<file path="src/rtl/qspi_flash_arbiter.sv">
// Two-requester arbiter in front of the QSPI flash read controller: video has priority,
// general is forced through after pStarveMax video wins. Watchdog under FLASH_ARB_TIMEOUT_EN.
module qspi_flash_arbiter #(
  parameter int pAddrWidth = 24,
  parameter int pLenWidth  = 10,
  parameter int pStarveMax = 64,
  parameter int pTimeout   = 4096
) (
  input  logic                  iSysClk,
  input  logic                  iRst,
  input  logic                  iVidReq,
  input  logic [pAddrWidth-1:0] iVidAddr,
  input  logic [pLenWidth-1:0]  iVidLen,
  input  logic                  iGenReq,
  input  logic [pAddrWidth-1:0] iGenAddr,
  input  logic [pLenWidth-1:0]  iGenLen,
  output logic                  oVidGnt,
  output logic                  oGenGnt,
  output logic                  oFlReq,
  output logic [pAddrWidth-1:0] oFlAddr,
  output logic [pLenWidth-1:0]  oFlLen,
  input  logic                  iFlAck,
  input  logic [7:0]            iFlData,
  input  logic                  iFlValid,
  input  logic                  iFlDone,
  output logic [7:0]            oRdData,
  output logic                  oVidValid,
  output logic                  oGenValid,
  output logic                  oVidDone,
  output logic                  oGenDone,
  output logic                  oFlAbort,
  output logic                  oBusy,
  output logic                  oErr
);

  localparam int CntW    = pLenWidth + 1;
  localparam int StarveW = $clog2(pStarveMax + 1);
  localparam logic [StarveW-1:0] StarveMax = StarveW'(pStarveMax);

  typedef enum logic [1:0] {IDLE, ISSUE, STREAM, DONE} state_e;

  state_e                 state_q, state_d;
  logic                   owner_gen_q, owner_gen_d;
  logic                   vid_gnt_q, vid_gnt_d, gen_gnt_q, gen_gnt_d;
  logic [pAddrWidth-1:0]  addr_q, addr_d;
  logic [pLenWidth-1:0]   len_q, len_d;
  logic [CntW-1:0]        cnt_q, cnt_d;
  logic [StarveW-1:0]     starve_q, starve_d;
  logic [7:0]             rd_data_q, rd_data_d;
  logic                   vid_valid_q, vid_valid_d, gen_valid_q, gen_valid_d;
  logic                   err_q, err_d;

  logic                   start, gen_wins, deliver, overflow;
  logic [CntW-1:0]        len_plus1;
  logic                   timeout, abort_pulse;

  assign start     = (state_q == IDLE) && (iVidReq || iGenReq);
  assign gen_wins  = iGenReq && (!iVidReq || starve_q == StarveMax);
  assign len_plus1 = {1'b0, len_q} + CntW'(1);
  // A byte arriving once len+1 bytes are already counted is swallowed and flagged.
  assign deliver   = (state_q == STREAM) && iFlValid && (cnt_q != len_plus1);
  assign overflow  = (state_q == STREAM) && iFlValid && (cnt_q == len_plus1);

`ifdef FLASH_ARB_TIMEOUT_EN
  localparam int WdogW = (pTimeout > 1) ? $clog2(pTimeout) : 1;
  logic [WdogW-1:0] wdog_q, wdog_d;
  logic             abort_q;
  logic             in_xfer, progress;

  always_comb begin
    in_xfer  = (state_q == ISSUE) || (state_q == STREAM);
    progress = iFlAck || iFlValid;
    timeout  = in_xfer && !progress && (wdog_q == WdogW'(pTimeout - 1));
    wdog_d   = (!in_xfer || progress) ? '0 : wdog_q + WdogW'(1);
  end

  always_ff @(posedge iSysClk or posedge iRst) begin
    if (iRst) begin
      wdog_q  <= '0;
      abort_q <= 1'b0;
    end else begin
      wdog_q  <= wdog_d;
      abort_q <= timeout;
    end
  end

  assign abort_pulse = abort_q;
`else
  assign timeout     = 1'b0;
  assign abort_pulse = 1'b0;
`endif

  // NOTE: every flop updates with <= so all state samples the same pre-edge values.
  always_ff @(posedge iSysClk or posedge iRst) begin
    if (iRst) begin
      state_q     <= IDLE;
      owner_gen_q <= 1'b0;
      vid_gnt_q   <= 1'b0;
      gen_gnt_q   <= 1'b0;
      addr_q      <= '0;
      len_q       <= '0;
      cnt_q       <= '0;
      starve_q    <= '0;
      rd_data_q   <= '0;
      vid_valid_q <= 1'b0;
      gen_valid_q <= 1'b0;
      err_q       <= 1'b0;
    end else begin
      state_q     <= state_d;
      owner_gen_q <= owner_gen_d;
      vid_gnt_q   <= vid_gnt_d;
      gen_gnt_q   <= gen_gnt_d;
      addr_q      <= addr_d;
      len_q       <= len_d;
      cnt_q       <= cnt_d;
      starve_q    <= starve_d;
      rd_data_q   <= rd_data_d;
      vid_valid_q <= vid_valid_d;
      gen_valid_q <= gen_valid_d;
      err_q       <= err_d;
    end
  end

  // NOTE: each always_comb assigns a default first so no path leaves a variable unassigned (no latch).
  always_comb begin
    state_d = state_q;
    case (state_q)
      IDLE:    if (iVidReq || iGenReq) state_d = ISSUE;
      ISSUE:   if (iFlAck)             state_d = STREAM;
      STREAM:  if (iFlDone)            state_d = DONE;
      DONE:                            state_d = IDLE;
      default:                         state_d = IDLE;
    endcase
    if (timeout) state_d = IDLE;
  end

  always_comb begin
    owner_gen_d = owner_gen_q;
    addr_d      = addr_q;
    len_d       = len_q;
    cnt_d       = cnt_q;
    starve_d    = starve_q;
    rd_data_d   = rd_data_q;
    vid_gnt_d   = 1'b0;
    gen_gnt_d   = 1'b0;
    vid_valid_d = 1'b0;
    gen_valid_d = 1'b0;
    err_d       = err_q;
    if (start) begin
      owner_gen_d = gen_wins;
      addr_d      = gen_wins ? iGenAddr : iVidAddr;
      len_d       = gen_wins ? iGenLen : iVidLen;
      cnt_d       = '0;
      vid_gnt_d   = !gen_wins;
      gen_gnt_d   = gen_wins;
      if (gen_wins)
        starve_d = '0;
      else if (iGenReq && starve_q != StarveMax)
        starve_d = starve_q + StarveW'(1);
    end
    if (deliver) begin
      cnt_d       = cnt_q + CntW'(1);
      rd_data_d   = iFlData;
      vid_valid_d = !owner_gen_q;
      gen_valid_d = owner_gen_q;
    end
    if (overflow || timeout) err_d = 1'b1;
    if ((state_q == STREAM) && iFlDone && (cnt_d != len_plus1)) err_d = 1'b1;
  end

  always_comb begin
    oBusy     = (state_q != IDLE);
    oFlReq    = (state_q == ISSUE);
    oVidDone  = ((state_q == DONE) || abort_pulse) && !owner_gen_q;
    oGenDone  = ((state_q == DONE) || abort_pulse) && owner_gen_q;
    oFlAbort  = abort_pulse;
    oVidGnt   = vid_gnt_q;
    oGenGnt   = gen_gnt_q;
    oFlAddr   = addr_q;
    oFlLen    = len_q;
    oRdData   = rd_data_q;
    oVidValid = vid_valid_q;
    oGenValid = gen_valid_q;
    oErr      = err_q;
  end

endmodule

</file>
<file path="config.mk">
export PLATFORM = sky130hd
export DESIGN_NAME = qspi_flash_arbiter
export DESIGN_NICKNAME = d
export VERILOG_FILES = /design/src/rtl/qspi_flash_arbiter.sv
export SDC_FILE = /design/constraint.sdc
export NUM_CORES = 1
export LEC_CHECK = 0
export CORE_MARGIN = 5
export CORE_UTILIZATION = 46
export CTS_CLUSTER_DIAMETER = 200
export DETAILED_ROUTE_END_ITERATION = 6
export GPL_ROUTABILITY_DRIVEN = 0
export PLACE_DENSITY = 0.86
export SYNTH_ARGS = -nofsm -noshare
export SYNTH_HDL_FRONTEND = slang
export SYNTH_SLANG_ARGS = --single-unit
</file>
<file path="constraint.sdc">
create_clock -name iSysClk -period 3.3 [get_ports iSysClk]
set_input_delay 0.66 -clock iSysClk [delete_from_list [all_inputs] [get_ports iSysClk]]
set_output_delay 0.66 -clock iSysClk [all_outputs]
set_load 0.02 [all_outputs]
</file>
==> results of run 1 <==
-- layout make-up --
type | count | area (sq um)
Fill cell | 613 | 2580
Multi-Input combinational cell | 258 | 1870
Sequential cell | 68 | 1700
Timing Repair Buffer | 152 | 1490
Inverter | 48 | 180
Tap cell | 105 | 131
Clock buffer | 9 | 124
Clock inverter | 7 | 100
-- where the power goes --
group	switching (mW)	internal (mW)	total (mW)
Sequential	0.252	1.15	1.40
Clock	0.346	0.431	0.776
Combinational	1.34	1.22	2.57
Total	1.94	2.80	4.74
-- worst paths after layout --
path / cells past startpoint / end / start / slack, ps
max in group asynchronous: 3 / state_q[1] / iRst / 1870
worst min register to register: 1 / oVidValid / owner_gen_q / 480
worst min-delay path: 1 / oVidValid / owner_gen_q / 480
worst max register to register: 12 / oErr / oFlLen[1] / 240
min in group asynchronous: 2 / oFlAddr[20] / iRst / 790
worst max-delay path: 12 / oErr / oFlLen[1] / 240
-- stage by stage --
stage          hold WS (ps)  setup WS (ps)  instance area (sq um)
6_report                482            239                   5590
5_1_grt                 510           46.2                   5590
3_3_place_gp            476            188                   5330
2_1_floorplan           441            120                   3850
4_1_cts                 490           78.5                   5560
3_5_place_dp            481            103                   5330
-- flip-flops by register name, summed over array words and instances (netlist names) --
signal	cells
oFlAddr	24
oVidGnt	1
oVidValid	1
state_q	2
oRdData	8
cnt_q	11
oGenValid	1
oGenGnt	1
owner_gen_q	1
starve_q	7
oFlLen	10
oErr	1
-- metal layers --
metal  vias up  GRT usage
met5         -          0
li1       1725          -
met2       199      0.404
met1      1795      0.271
met3        22     0.0806
met4         0     0.0941
-- placed cells by master, fill, tap and decap left out, types with 2 or more instances in the layout --
cell	n
nor3_1	11
inv_1	47
nand3_1	18
o21ai_4	2
mux2_2	8
a21o_1	4
nand3_2	2
a211oi_1	4
o31ai_1	5
nor4_1	5
bufinv_16	2
a21oi_1	6
buf_4	17
nor2b_1	8
and3_1	4
clkinvlp_4	2
dfrtp_1	67
ha_1	7
a211o_1	5
or2_2	4
mux2i_1	2
nand2_1	25
nand4_1	2
o22ai_1	2
xor2_1	7
nor2_1	26
a222oi_1	34
o311a_1	2
a22oi_1	2
clkbuf_8	9
xnor2_1	17
o21ai_0	16
clkdlybuf4s50_1	133
-- cell families after synthesis --
family                   Yosys count
adder cells (fa/ha/maj)            8
AND/OR/NAND/NOR                  119
flip-flops                        68
other                              1
AO/OA/AOI/OAI                     94
buffers and inverters             79
XOR/XNOR                          26
multiplexers                      10
-- what timing repair did --
item,CTS,global route
endpoints found under the setup margin,0,1
gates resized for setup,0,8
buffers inserted,0,0
==> flow_summary.yaml, run 1 <==
yosys:
  synth-seq-cells: 68
  yosys.area.top_type: "dfrtp_1"
  synthSimpleGateAreaFrac: 0.157
  synth_compound_area_frac: 0.197
  synth_edf_count: 0
  synth_cells: 405
  synth_warnings: 0
  yosysUniqueCellTypes: 58
  yosys.area_share.xor_xnor: 0.0627
  synth_flop_cell: "dfrtp_1"
  synth_top_family_by_area: "compound AO/OA/AOI/OAI gates"
  ys_top_cells_by_count: "68 x dfrtp_1, 48 x inv_1, 34 x a222oi_1, 26 x nor2_1, 25 x nand2_1"
  synthAdderAreaFrac: 0.0260
  seq_area_frac_synth: 0.442
  syn_nets: 496
  synth_top_area_share: 0.442
  yosysMostFrequentCell: "dfrtp_1"
  synthArstFlopShare: 1.00
  avgSynthCellArea_sq_um: 9.51
  syn_area_sq_um: 3850
  synth_area_leaders: "dfrtp_1 44%, a222oi_1 8.8%, inv_1 4.7%"
  synthMuxAreaShare: 0.0286
setup_path:
  cp_top_family: "simple AND/OR/NAND/NOR gates"
  path_max_fanout: 15
  required_ps: 3520
  cpMaxStageDelayCell: "or4_4"
  crit_top_cell: "a211o_1"
  start_kind: "flip-flop"
  crit_arrival_ps: 3280
  critPathCaptureType: "flip-flop"
  path_buf_inv: 1
  worstPathCellList: "ha_4 -> nand3_2 -> or2_4 -> a211o_1 -> or4_4 -> o21ai_4 -> buf_6 -> nor2_1 -> a211o_1 -> xnor2_1 -> nor3_1 -> a31oi_1"
  critPathMaxStageDelay_ps: 530
  crit_type: "reg2reg"
clock_tree:
  cts_sinks: 68
  cts_tree: "done"
  h-tree-depth: 3
  cts-root-buf: "clkbuf_8"
  clkLatencyLatePin_ps: 340
  numCtsBuffers: 9
  cts.clk_slew.worst_paths_ps: 80
  holdBufCountCts: 0
  clockBufferDepth: 2
run_status:
  status: "complete, but fails checks"
  failed_checks: "DRC"
floorplanning:
  core_area_sq_um: 8180
  ios: 135
  chipHeight_um: 102
  rows: 33
  chipWidth_um: 102
  die_area_sq_um: 10300
  initial_core_util: 0.471
layout:
  diodes: 0
  area_delta_synth_final_pct: 45.2
  fin_nets: 628
  final_core_util: 0.684
  drive_gt1_frac: 0.114
  fin_cells: 647
drt:
  ant_nets: 0
  met1_length_mm: 4.36
  routed_wl_mm: 12.0
  vias: 3741
  drc: 4
  dr_wl_met3_mm: 1.29
  drt-pass1-iter-count: 7
  post_drt_via_cell_ratio: 5.78
  top_layer: "met4"
  wl_met2_mm: 6.02
  dr.first_iter.drc_count: 307
  avgRoutedWirePerCell_um: 18.5
pwr:
  p_per_area_nw_per_um2: 848
  ir_drop_v: 0.000548
  finalPower_mw: 4.74
  cellLeakagePower_nw: 2.43
global_route:
  grt_pass1_vias: 3897
  antenna_found_initial: 0
  grt_pass1_wl_mm: 19.1
  gr-usage-all-layers: 0.236
  gr-total-overflow: 0
  grt_max_degree: 37
flow_run:
  max_cap_viol_count: 0
place:
  hpwlAfterDp_mm: 9.25
  port_buffers: 133
  place_inst: 631
sta:
  relSlewSlack: 0.496
  fin_crit_sh: 0.927
  rsz0062_at_grt: "no"
  setup_violations: 0
  fmax_mhz: 327
  hold_viol: 0
  tns_ps: 0
  finalClockSkew_ps: 8.99
  period_needed_ps: 3060
  slew_violations: 0
  tightest_slew_ps: 755
min_path:
  hp-class: "reg2reg"
Power figures use the tool's default switching activity.
==> run 2: changes to the inputs <==
--- a/config.mk
+++ b/config.mk
@@ -6,11 +6,11 @@
 export NUM_CORES = 1
 export LEC_CHECK = 0
 export CORE_MARGIN = 5
-export CORE_UTILIZATION = 46
+export CORE_UTILIZATION = 41
 export CTS_CLUSTER_DIAMETER = 200
 export DETAILED_ROUTE_END_ITERATION = 6
 export GPL_ROUTABILITY_DRIVEN = 0
-export PLACE_DENSITY = 0.86
+export PLACE_DENSITY = 0.82
 export SYNTH_ARGS = -nofsm -noshare
 export SYNTH_HDL_FRONTEND = slang
 export SYNTH_SLANG_ARGS = --single-unit
==> constraint.sdc (replaced) <==
create_clock -name iSysClk -period 2.7 [get_ports iSysClk]
set_input_delay 0.54 -clock iSysClk [delete_from_list [all_inputs] [get_ports iSysClk]]
set_output_delay 0.54 -clock iSysClk [all_outputs]
set_load 0.02 [all_outputs]
==> run 2 against run 1 <==
Effect of this change:
- cell area grew 10%
- flip-flop and latch count is the same
- global-route usage shrank 1.6 points
- sequential share of layout area shrank 2.7 points
- the flow finishes with violations (setup timing)
- via count grew 7.3%
- critical path type unchanged
- hold slack lost 33 ps
- die area grew 11%
- worst setup slack lost 510 ps
- first-iteration DRC count shrank 12%
- combinational power grew 43%
==> flow_summary.yaml, run 2 (same netlist as run 1, synthesis figures left out) <==
place:
  place_ws_ps: -288
  hpwlAfterDp_mm: 9.36
  port_buffers: 133
drt:
  post_drt_via_cell_ratio: 5.66
  vias: 4015
  ant_nets: 0
  routed_wl_mm: 12.7
  drc: 0
  drt-pass1-iter-count: 7
  dr.first_iter.drc_count: 269
  avgRoutedWirePerCell_um: 17.9
setup_path:
  crit_type: "reg2reg"
  r2r-start: "oFlLen[0]"
  rrSetupSlack_ps: -270
  worstReg2RegEnd: "oErr"
  required_ps: 2960
  crit_arrival_ps: 3230
  path_max_fanout: 6
  worstRegToRegCells: 13
  critPathCaptureType: "flip-flop"
  start_kind: "flip-flop"
  critPathMaxStageDelay_ps: 460
  cpMaxStageDelayCell: "or4_4"
  worstPathCellList: "ha_4 -> nand3_4 -> or2_4 -> a211o_1 -> or4_4 -> o21ai_4 -> buf_6 -> buf_8 -> nor2_2 -> o21ai_1 -> o311a_1 -> nor4_2 -> a31oi_1"
clock_tree:
  cts-root-buf: "clkbuf_8"
  clkLatencyLatePin_ps: 350
  cts.clk_slew.worst_paths_ps: 90
  clockBufferDepth: 2
  cts_tree: "done"
  holdBufCountCts: 0
  numCtsBuffers: 9
  cts_sinks: 68
  h-tree-depth: 3
sta:
  whs_ps: 449
  relSlewSlack: 0.493
  period_needed_ps: 2970
  rsz0062_at_grt: "yes"
  tns_ps: -967
  tightest_slew_ps: 755
  fin_crit_sh: 1.10
  fmax_mhz: 336
  slew_violations: 0
  finalClockSkew_ps: 15.9
  setup_violations: 7
  layout_setup_ws_ps: -272
  hold_viol: 0
floorplanning:
  ios: 135
  die_area_sq_um: 11400
  rows: 35
  chipWidth_um: 107
  initial_core_util: 0.419
  core_area_sq_um: 9200
  chipHeight_um: 107
run_status:
  status: "complete, but fails checks"
  failed_checks: "setup timing"
min_path:
  hold_path_end: "oVidValid"
  hold_depth: 1
  hp-start: "owner_gen_q"
  hp-class: "reg2reg"
global_route:
  grt_pass1_vias: 4240
  grt_max_degree: 48
  antenna_found_initial: 0
  grt_pass1_wl_mm: 20.1
  gr-usage-all-layers: 0.220
  gr-total-overflow: 0
layout:
  final_cell_mix: "133 x clkdlybuf4s50_1, 63 x buf_4, 61 x dfrtp_1"
  diodes: 0
  area_delta_synth_final_pct: 60.2
  drive_gt1_frac: 0.234
  fin_nets: 684
  largest_reg_flops: 24
  mostFrequentLayoutCell: "clkdlybuf4s50_1"
pwr:
  p_per_area_nw_per_um2: 998
  ir_drop_v: 0.000656
  cellLeakagePower_nw: 2.72
flow_run:
  max_cap_viol_count: 0
-- run 2: repair_timing --
item,4_1_cts,5_1_grt
setup endpoints to repair,7,13
pin swaps,3,6
resized for setup,8,26
cloned,1,1
buffers inserted,6,5
-- run 2: final cells by class --
cell class,instances,area (sq um)
Clock inverter,6,46.3
Inverter,48,180
Multi-Input combinational cell,259,2000
Timing Repair Buffer,207,1960
Clock buffer,10,138
Fill cell,694,3020
Tap cell,111,139
Sequential cell,68,1710
-- run 2: stage by stage --
step,utilization,cell area [sq um],power (mW),std cells
2_1_floorplan,-,3930,3.58,405
3_3_place_gp,0.625,5750,5.05,680
3_5_place_dp,0.625,5750,5.15,680
4_1_cts,0.655,6020,6.06,703
5_1_grt,0.671,6170,6.56,709
6_report,0.671,6170,6.16,709
-- run 2: routing by layer --
layer,up-vias,GRT usage,share of wire
met2,212,0.370,0.50
met3,38,0.0795,0.10
met5,-,0,0
met4,0,0.0749,0.025
li1,1838,-,-
met1,1927,0.259,0.38
-- run 2: worst max-delay path by stage --
stage	start	endpoint	slack [ps]	cells after the start
2_1_floorplan	oFlLen[0]	oErr	-220	12
3_3_place_gp	oFlLen[0]	oErr	-180	12
3_5_place_dp	oFlLen[0]	oErr	-290	13
4_1_cts	oFlLen[0]	oErr	-180	13
5_1_grt	oFlLen[1]	oErr	-390	13
6_report	oFlLen[0]	oErr	-270	13
-- run 2: worst max-delay path, delay by kind of cell, from the launching register on --
kind	cells	cell delay, ps
AO/OA/AOI/OAI	5	1110
buffers and inverters	2	300
AND/OR/NAND/NOR	5	880
adder cells (fa/ha/maj)	1	180
flip-flops	1	410
-- run 2: power by group --
part | internal, mW | switching [mW]
Clock | 0.366 | 0.424
Sequential | 1.41 | 0.290
Combinational | 1.84 | 1.83
==> run 3: changes to the inputs <==
--- a/config.mk
+++ b/config.mk
@@ -7,7 +7,7 @@
 export LEC_CHECK = 0
 export CORE_MARGIN = 5
 export CORE_UTILIZATION = 41
-export CTS_CLUSTER_DIAMETER = 200
+export CTS_CLUSTER_DIAMETER = 120
 export DETAILED_ROUTE_END_ITERATION = 6
 export GPL_ROUTABILITY_DRIVEN = 0
 export PLACE_DENSITY = 0.82
==> results of run 3 <==
No change in the layout: final DEF, timing and power equal those of run 2.
